<file path="src/rtl/ex_hazard_if.sv">
// ----------------------------------------------------------------------------
// ex_hazard_if
// Bundle between the pipeline datapath and the EX-stage hazard controller.
//   master : pipeline side; drives the hazard-detection inputs and consumes
//            the stall/flush/bubble controls and the perf/error status.
//   slave  : hazard controller side (ex_hazard_ctrl).
// Signals:
//   ifid_regRS1/2      source registers of the instruction in ID
//   idex_regRD         destination register of the instruction in EX
//   idex_memRead       EX instruction is a load
//   idex_md_valid      EX instruction is a MUL/DIV op
//   md_done            shared mul/div result valid (single-cycle pulse)
//   exmem_branch_taken branch/jump in MEM resolved taken
//   perf_clr           clear stall counter and sticky error flag
//   pc_write/ifid_write, idex_bubble, ifid_flush/idex_flush, ex_hold,
//   exmem_bubble, md_start, md_abort, md_err, stall_cycles : controls/status
// ----------------------------------------------------------------------------
interface ex_hazard_if #(
    parameter int CNT_W = 16
);
    logic [4:0]       ifid_regRS1;
    logic [4:0]       ifid_regRS2;
    logic [4:0]       idex_regRD;
    logic             idex_memRead;
    logic             idex_md_valid;
    logic             md_done;
    logic             exmem_branch_taken;
    logic             perf_clr;

    logic             pc_write;
    logic             ifid_write;
    logic             idex_bubble;
    logic             ifid_flush;
    logic             idex_flush;
    logic             ex_hold;
    logic             exmem_bubble;
    logic             md_start;
    logic             md_abort;
    logic             md_err;
    logic [CNT_W-1:0] stall_cycles;

    modport master (
        output ifid_regRS1, ifid_regRS2, idex_regRD, idex_memRead,
               idex_md_valid, md_done, exmem_branch_taken, perf_clr,
        input  pc_write, ifid_write, idex_bubble, ifid_flush, idex_flush,
               ex_hold, exmem_bubble, md_start, md_abort, md_err, stall_cycles
    );

    modport slave (
        input  ifid_regRS1, ifid_regRS2, idex_regRD, idex_memRead,
               idex_md_valid, md_done, exmem_branch_taken, perf_clr,
        output pc_write, ifid_write, idex_bubble, ifid_flush, idex_flush,
               ex_hold, exmem_bubble, md_start, md_abort, md_err, stall_cycles
    );
endinterface

</file>
<file path="src/rtl/ex_hazard_ctrl.sv">
// ----------------------------------------------------------------------------
// ex_hazard_ctrl
// EX-stage hazard controller: branch flush, load-use stall, and sequencing of
// the shared multi-cycle mul/div unit with a timeout abort.
// Ports:
//   clk  : sole clock, rising edge
//   rst  : asynchronous active-high reset
//   hz   : ex_hazard_if.slave bundle (hazard inputs, pipeline controls,
//          md_err sticky timeout flag, saturating stall_cycles counter)
// Parameters:
//   MD_TIMEOUT : max cycles spent waiting for md_done before aborting
//   CNT_W      : width of the stall-cycle counter
// ----------------------------------------------------------------------------
module ex_hazard_ctrl #(
    parameter int MD_TIMEOUT = 64,
    parameter int CNT_W      = 16
) (
    input  logic         clk,
    input  logic         rst,
    ex_hazard_if.slave   hz
);
    localparam int TO_W = (MD_TIMEOUT > 1) ? $clog2(MD_TIMEOUT) : 1;

    typedef enum logic {RUN, MD_WAIT} state_t;

    state_t           state_q, state_d;
    logic [TO_W-1:0]  to_q, to_d;
    logic [CNT_W-1:0] stall_q, stall_d;
    logic             err_q, err_d;

    logic pc_write, ifid_write, idex_bubble, ifid_flush, idex_flush;
    logic ex_hold, exmem_bubble, md_start, md_abort;
    logic load_use;

    // A load writing x0 never creates a real dependency.
    assign load_use = hz.idex_memRead && (hz.idex_regRD != 5'd0) &&
                      ((hz.idex_regRD == hz.ifid_regRS1) ||
                       (hz.idex_regRD == hz.ifid_regRS2));

    always_ff @(posedge clk or posedge rst) begin
        if (rst) begin
            state_q <= RUN;
            to_q    <= '0;
            stall_q <= '0;
            err_q   <= 1'b0;
        end else begin
            state_q <= state_d;
            to_q    <= to_d;
            stall_q <= stall_d;
            err_q   <= err_d;
        end
    end

    always_comb begin
        state_d      = state_q;
        to_d         = to_q;
        pc_write     = 1'b1;
        ifid_write   = 1'b1;
        idex_bubble  = 1'b0;
        ifid_flush   = 1'b0;
        idex_flush   = 1'b0;
        ex_hold      = 1'b0;
        exmem_bubble = 1'b0;
        md_start     = 1'b0;
        md_abort     = 1'b0;

        case (state_q)
            RUN: begin
                if (hz.exmem_branch_taken) begin
                    // Wrong-path instructions in IF/ID and ID/EX are squashed;
                    // this also cancels a MUL/DIV sitting in EX.
                    ifid_flush = 1'b1;
                    idex_flush = 1'b1;
                end else if (hz.idex_md_valid) begin
                    md_start     = 1'b1;
                    ex_hold      = 1'b1;
                    exmem_bubble = 1'b1;
                    pc_write     = 1'b0;
                    ifid_write   = 1'b0;
                    to_d         = '0;
                    state_d      = MD_WAIT;
                end else if (load_use) begin
                    pc_write    = 1'b0;
                    ifid_write  = 1'b0;
                    idex_bubble = 1'b1;
                end
            end
            MD_WAIT: begin
                // md_done has priority over the timeout in the same cycle.
                // Branches are ignored here: EX/MEM only carries bubbles.
                if (hz.md_done) begin
                    state_d = RUN;
                end else if (to_q == TO_W'(MD_TIMEOUT - 1)) begin
                    md_abort = 1'b1;
                    state_d  = RUN;
                end else begin
                    ex_hold      = 1'b1;
                    exmem_bubble = 1'b1;
                    pc_write     = 1'b0;
                    ifid_write   = 1'b0;
                    to_d         = to_q + 1'b1;
                end
            end
            default: state_d = RUN;
        endcase

        // Hold the whole pipeline quiet while reset is asserted.
        if (rst) begin
            pc_write     = 1'b0;
            ifid_write   = 1'b0;
            idex_bubble  = 1'b0;
            ifid_flush   = 1'b0;
            idex_flush   = 1'b0;
            ex_hold      = 1'b0;
            exmem_bubble = 1'b0;
            md_start     = 1'b0;
            md_abort     = 1'b0;
        end

        // perf_clr overrides both the increment and the error set.
        if (hz.perf_clr) begin
            stall_d = '0;
            err_d   = 1'b0;
        end else begin
            stall_d = (!pc_write && (stall_q != '1)) ? stall_q + 1'b1 : stall_q;
            err_d   = err_q | md_abort;
        end
    end

    assign hz.pc_write     = pc_write;
    assign hz.ifid_write   = ifid_write;
    assign hz.idex_bubble  = idex_bubble;
    assign hz.ifid_flush   = ifid_flush;
    assign hz.idex_flush   = idex_flush;
    assign hz.ex_hold      = ex_hold;
    assign hz.exmem_bubble = exmem_bubble;
    assign hz.md_start     = md_start;
    assign hz.md_abort     = md_abort;
    assign hz.md_err       = err_q;
    assign hz.stall_cycles = stall_q;
endmodule
</file>
<file path="src/flat_wrapper.sv">
// flat-port wrapper written by rule: the top's interface ports become plain ports
module ex_hazard_ctrl_flat 
#(
    parameter int MD_TIMEOUT = 64,
    parameter int CNT_W      = 16
)
  (clk, rst, hz_ifid_regRS1, hz_ifid_regRS2, hz_idex_regRD, hz_idex_memRead, hz_idex_md_valid, hz_md_done, hz_exmem_branch_taken, hz_perf_clr, hz_pc_write, hz_ifid_write, hz_idex_bubble, hz_ifid_flush, hz_idex_flush, hz_ex_hold, hz_exmem_bubble, hz_md_start, hz_md_abort, hz_md_err, hz_stall_cycles);
  ex_hazard_if #(.CNT_W(CNT_W)) hz_i ();
  input  logic clk;
  input  logic rst;
  input wire logic [$bits(hz_i.ifid_regRS1)-1:0] hz_ifid_regRS1;
  input wire logic [$bits(hz_i.ifid_regRS2)-1:0] hz_ifid_regRS2;
  input wire logic [$bits(hz_i.idex_regRD)-1:0] hz_idex_regRD;
  input wire logic [$bits(hz_i.idex_memRead)-1:0] hz_idex_memRead;
  input wire logic [$bits(hz_i.idex_md_valid)-1:0] hz_idex_md_valid;
  input wire logic [$bits(hz_i.md_done)-1:0] hz_md_done;
  input wire logic [$bits(hz_i.exmem_branch_taken)-1:0] hz_exmem_branch_taken;
  input wire logic [$bits(hz_i.perf_clr)-1:0] hz_perf_clr;
  output wire logic [$bits(hz_i.pc_write)-1:0] hz_pc_write;
  output wire logic [$bits(hz_i.ifid_write)-1:0] hz_ifid_write;
  output wire logic [$bits(hz_i.idex_bubble)-1:0] hz_idex_bubble;
  output wire logic [$bits(hz_i.ifid_flush)-1:0] hz_ifid_flush;
  output wire logic [$bits(hz_i.idex_flush)-1:0] hz_idex_flush;
  output wire logic [$bits(hz_i.ex_hold)-1:0] hz_ex_hold;
  output wire logic [$bits(hz_i.exmem_bubble)-1:0] hz_exmem_bubble;
  output wire logic [$bits(hz_i.md_start)-1:0] hz_md_start;
  output wire logic [$bits(hz_i.md_abort)-1:0] hz_md_abort;
  output wire logic [$bits(hz_i.md_err)-1:0] hz_md_err;
  output wire logic [$bits(hz_i.stall_cycles)-1:0] hz_stall_cycles;
  assign hz_i.ifid_regRS1 = hz_ifid_regRS1;
  assign hz_i.ifid_regRS2 = hz_ifid_regRS2;
  assign hz_i.idex_regRD = hz_idex_regRD;
  assign hz_i.idex_memRead = hz_idex_memRead;
  assign hz_i.idex_md_valid = hz_idex_md_valid;
  assign hz_i.md_done = hz_md_done;
  assign hz_i.exmem_branch_taken = hz_exmem_branch_taken;
  assign hz_i.perf_clr = hz_perf_clr;
  assign hz_pc_write = hz_i.pc_write;
  assign hz_ifid_write = hz_i.ifid_write;
  assign hz_idex_bubble = hz_i.idex_bubble;
  assign hz_ifid_flush = hz_i.ifid_flush;
  assign hz_idex_flush = hz_i.idex_flush;
  assign hz_ex_hold = hz_i.ex_hold;
  assign hz_exmem_bubble = hz_i.exmem_bubble;
  assign hz_md_start = hz_i.md_start;
  assign hz_md_abort = hz_i.md_abort;
  assign hz_md_err = hz_i.md_err;
  assign hz_stall_cycles = hz_i.stall_cycles;
  ex_hazard_ctrl #(.MD_TIMEOUT(MD_TIMEOUT), .CNT_W(CNT_W)) u_core (.clk(clk), .rst(rst), .hz(hz_i));
endmodule
</file>
<file path="config.mk">
export PLATFORM = sky130hd
export DESIGN_NAME = ex_hazard_ctrl_flat
export DESIGN_NICKNAME = d
export VERILOG_FILES = /design/src/rtl/ex_hazard_if.sv /design/src/rtl/ex_hazard_ctrl.sv /design/src/flat_wrapper.sv
export SDC_FILE = /design/constraint.sdc
export NUM_CORES = 1
export LEC_CHECK = 0
export CAP_MARGIN = 0
export CELL_PAD_IN_SITES_DETAIL_PLACEMENT = 2
export CELL_PAD_IN_SITES_GLOBAL_PLACEMENT = 2
export CORE_ASPECT_RATIO = 0.5
export CORE_MARGIN = 4
export CORE_UTILIZATION = 29
export CTS_CLUSTER_DIAMETER = 30
export DETAILED_ROUTE_END_ITERATION = 7
export PLACE_DENSITY = 0.81
export SLEW_MARGIN = 10
export SYNTH_ARGS = -nofsm -noshare
export SYNTH_HDL_FRONTEND = slang
export SYNTH_SLANG_ARGS = --single-unit
</file>
<file path="constraint.sdc">
create_clock -name clk -period 4.7 [get_ports clk]
set_clock_uncertainty 0.1 [all_clocks]
set_input_delay 0.47 -clock clk [delete_from_list [all_inputs] [get_ports clk]]
set_output_delay 0.47 -clock clk [all_outputs]
set_load 0.05 [all_outputs]
</file>
# == After elaboration in Yosys (flattened, before gate mapping) ==
# Cells that the tools add are included.
# op_classes
addsub,2
reduce_logical,8
mux,34
eq_ne,8
bitwise_logic,2
# op_table
operator,count
two-way mux 16 bit,2
two-way mux 1 bit,25
two-way mux 6 bit,4
"adder 16 x 1 -> 16 bit, second input constant",1
"!= test 16 bit, second input constant",1
case mux 6 bit (2 select lines),1
== test 5 bit,2
"!= test 2 bit, second input constant",4
"adder 6 x 1 -> 6 bit, second input constant",1
"== test 6 bit, second input constant",1
nonzero test 5 bit,1
case mux 1 bit (2 select lines),2
AND reduction 4 bit,1
logical AND 1 bit,3
nonzero test 2 bit,1
logical NOT 1 bit,1
logical OR 1 bit,1
NOT 1 bit,1
OR 1 bit,1
# word_totals
wordCells,58
output_inout_bits,26
input_bits,22
register_bits,24

# == Depth between registers and ports, before layout ==
# depth
word_depth,12
depth_mapped,11
depth_no_buf,8

# == Least setup slack after synthesis ==
# OpenSTA, ideal clock, no wires.
# synth_path
kind,input port to output port
startpoint,input hz_idex_regRD[0]
endpoint,output hz_pc_write
path_stages,9
path_slack_ps,2011
t_arrival_ps,2119
path_cell_list,or4_1 nor2_1 nor4b_1 a211o_1 buf_6 inv_4 buf_6 buf_6 buf_4
# synth_via
elab_chain_len,8
# synth_rtl
element,line_no,text
from (decl),flat_wrapper.sv:13,input wire logic [$bits(hz_i.idex_regRD)-1:0] hz_idex_regRD;
== test 5 bit (tied with other cells),ex_hazard_ctrl.sv:37,((hz.idex_regRD == hz.ifid_regRS1) ||
logical OR 1 bit / logical AND 1 bit (equally long branches),"ex_hazard_ctrl.sv:37, ex_hazard_ctrl.sv:36",
logical AND 1 bit *,ex_hazard_ctrl.sv:36,assign load_use = hz.idex_memRead && (hz.idex_regRD != 5'd0) &&
two-way mux 1 bit * (3 in a row),-,
case mux 1 bit (2 select lines) *,-,
two-way mux 1 bit *,-,
to (decl),flat_wrapper.sv:19,output wire logic [$bits(hz_i.pc_write)-1:0] hz_pc_write;
# Mark *: on every way between the ends. The rest lies on a longest branch, timed or not.

# == Final worst setup path ==
# layout_path
startpoint,input hz_idex_regRD[0]
endpoint,output hz_pc_write
# layout_via
elab_chain_len,8
# layout_rtl
element,line_no,text
== test 5 bit (tied with other cells),ex_hazard_ctrl.sv:37,
logical OR 1 bit / logical AND 1 bit (equally long branches),"ex_hazard_ctrl.sv:37, ex_hazard_ctrl.sv:36",
logical AND 1 bit *,ex_hazard_ctrl.sv:36,
two-way mux 1 bit *,ex_hazard_ctrl.sv:82,end else if (load_use) begin
two-way mux 1 bit *,ex_hazard_ctrl.sv:74,end else if (hz.idex_md_valid) begin
two-way mux 1 bit *,ex_hazard_ctrl.sv:69,if (hz.exmem_branch_taken) begin
case mux 1 bit (2 select lines) *,ex_hazard_ctrl.sv:67,case (state_q)
two-way mux 1 bit *,ex_hazard_ctrl.sv:108,if (rst) begin
# Marked as above.

==> flow_metrics.tcl <==
set metrics [dict create \
    r2r.worst_path.cells 8 \
    n_fill_cell 558 \
    grt_max_degree 25 \
    synth_edf_count 0 \
    multi_input_area_um2 817 \
    setup_viol_count_final 0 \
    route.detailed.wl_per_inst_um 16.8 \
    relSlewSlack 0.464 \
    seqCellArea_um2 601 \
    die_y_um 58.9 \
    ir_drop_v 0.000125 \
    postCtsSetupBuffers 0 \
    p_leak_nw 0.774 \
    grt.total_usage 0.154 \
    yosysTopAreaCellShare 0.399 \
    cts.sinks 24 \
    grt_pass1_vias 1574 \
    htree_num_levels 1 \
    syn_avg_cell_area_um2 9.35 \
    cp-end-kind "output pin" \
    synth_area_leader_cell "dfrtp_1" \
    drv_cap 0 \
    cts_root_buf "clkbuf_8" \
    gp_congestion 0.792 \
    start_util 0.302 \
    vias 1432 \
    ctsLongestPathBuffers 2 \
    synth_seq_area_share 0.399 \
    power_density_nw_per_um2 232 \
    whs_ns 0.418 \
    yosys_warnings 0 \
    tns_ns 0 \
    syn_inst 161 \
    yosys_register_bits 24 \
    cpPeakStageDelay_ns 0.85 \
    yosys.cell_types.count 38 \
    dr.first_iter.drc_count 18 \
    firstDrtPassIters 4 \
    fp.dieW_um 110 \
    min-delay-start "u_core.hz.md_err$_DFF_PP0_" \
    status "complete, no violations" \
    startpoint_type "input port" \
    finalMaxSlewViolations 0 \
    crit_top_cell "clkdlybuf4s50_1" \
    final_antenna_net_count 0 \
    grt_overflow 0 \
    timing.fmax_mhz 266 \
    ctsResizeCount 0 \
    worstPathArrival_ns 3.18 \
    critPathKind "in2out" \
    synth_area_leaders "dfrtp_1, xnor2_1, or4_1" \
    routed-wl-met3_um 168 \
    synth_nets 185 \
    io_buffer_count 47 \
    crit_fanout 23 \
    drc 0 \
    hold_buffers 0 \
    wl_um 4560 \
    worstMarginPinSlew_ns 0.801 \
    post_drt_via_cell_ratio 5.26 \
    ios 48 \
    m1WireLength_um 2110 \
    clkLatencyLatePin_ns 0.27 \
    cts_tree "built" \
    diodes 0 \
    synth-main-ff-cell "dfrtp_1" \
    hold_path_end "u_core.hz.md_err$_DFF_PP0_" \
    synthArstFlopShare 1.00 \
    min-delay-path-class "reg2reg" \
    top_layer "met4" \
    rows 18 \
    area_growth_pct 35.5 \
    layout_min_cycle_time_ns 3.75 \
    drive_above_1_share 0.0594 \
    finalHoldViolations 0 \
    antenna_found_initial 0 \
    die_area_um2 6480 \
    finalNetCount 228 \
    r2r_start "u_core.to_q[0]$_DFFE_PP0P_" \
    slowest_stage "clkdlybuf4s50_1" \
    rr_endpoint "u_core.hz.stall_cycles[7]$_DFFE_PP0P_" \
    hold_depth 2 \
    rsz0062_at_grt "false" \
    clk_pin_slew_ns 0.08 \
    core_area_um2 4980 \
    timing.final.crit_share 0.798 \
    cp_cell_sequence "clkdlybuf4s50_1 > or4_1 > nor2_1 > nor4b_1 > a211o_1 > inv_4 > clkdlybuf4s50_1" \
    synth_area_um2 1510 \
    numCtsBuffers 3 \
    reg2reg_slack_ns 2.15 \
    hpwl_um 3530 \
    grt_pass1_wl_um 7900 \
    critPathRequiredTime_ns 4.13 \
    wl_met2_um 2270 \
]
==> cells in the final DEF (no fill, tap or decap), types with 2 or more instances in the layout <==
| cell type | instances |
|---|---|
| nand4b_1 | 2 |
| o31ai_1 | 7 |
| and2_1 | 3 |
| clkbuf_8 | 3 |
| mux2_2 | 4 |
| xor2_1 | 3 |
| nor3_1 | 2 |
| and4_1 | 3 |
| nand2_1 | 11 |
| nor2b_1 | 4 |
| nand3_1 | 11 |
| o41ai_1 | 3 |
| xnor2_1 | 11 |
| ha_1 | 2 |
| nand4_1 | 4 |
| and3_1 | 5 |
| clkdlybuf4s50_1 | 47 |
| or4_1 | 9 |
| dfrtp_1 | 24 |
| a21oi_1 | 13 |
| nor2_1 | 15 |
==> cells in the mapped netlist (2+ instances only) <==
library cell   n
a21oi_1       13
and2_1         3
and3_1         5
and4_1         3
buf_4          3
buf_6          3
clkbuf_1       3
dfrtp_1       24
ha_1           2
mux2_2         4
nand2_1       11
nand3_1       11
nand4_1        4
nand4b_1       2
nor2_1        15
nor2b_1        4
nor3_1         2
o31ai_1        7
o41ai_1        3
or4_1          9
xnor2_1       11
xor2_1         3
==> worst max-delay path: cells and delay by family <==
kind / cells / cell delay (ns)
and+or+nand+nor: 3 / 0.69
buffers and inverters: 3 / 1.57
AOI/OAI and AO/OA: 1 / 0.45
==> per-stage QoR <==
stage               setup WS [ns]  total power, mW  instance area (µm²)   util  std cells
floorplan                    2.01            0.307                 1510      -        161
finish                      0.947            0.472                 2040  0.410        272
detailed placement          0.931            0.352                 2000  0.401        269
global placement            0.953            0.345                 2000  0.401        269
CTS                         0.921            0.476                 2040  0.410        272
global route                0.784            0.497                 2040  0.410        272
==> worst max-delay path by stage <==
stage                     start            end  depth (start not counted)
2_1_floorplan  hz_idex_regRD[0]    hz_pc_write                          9
3_3_place_gp   hz_idex_regRD[0]  hz_ifid_write                          7
3_5_place_dp   hz_idex_regRD[0]    hz_pc_write                          7
4_1_cts        hz_idex_regRD[0]    hz_pc_write                          7
5_1_grt              hz_md_done    hz_pc_write                          8
6_report       hz_idex_regRD[0]    hz_pc_write                          7
==> layer usage <==
layer	track usage	vias up
met4	0.0160	0
li1	-	676
met5	0	-
met1	0.199	727
met2	0.276	27
met3	0.0307	2
==> layout make-up <==
cell class / instances / area share
multi-input combinational: 124 / 0.401
sequential: 24 / 0.294
timing repair buffer: 48 / 0.234
tap: 70 / 0.0429
clock buffer: 3 / 0.0202
inverter: 3 / 0.00736
==> flip-flops by register name (all words and copies together), names as in the netlist <==
| name | count |
|---|---|
| u_core.hz.stall_cycles | 16 |
| u_core.to_q | 6 |
| u_core.hz.md_err | 1 |
| u_core.state_q | 1 |
==> power breakdown <==
group	leakage [nW]	switching, mW	internal, mW	total (mW)
combinational	0.422	0.0676	0.0494	0.117
sequential	0.330	0.0124	0.217	0.229
clock	0.0216	0.0687	0.0574	0.126
total	0.774	0.149	0.324	0.472
==> logic make-up (layout without fill, tap and decap cells) <==
kind of cell             Yosys count  count (layout)  synth area share
AO/OA/AOI/OAI                     30              30             0.135
multiplexers                       4               4            0.0299
adder cells (fa/ha/maj)            2               2            0.0166
AND/OR/NAND/NOR                   74              74             0.280
XOR/XNOR                          14              14            0.0815
flip-flops                        24              24             0.399
buffers and inverters             13              54            0.0582
(Power assumes the default switching activity.)
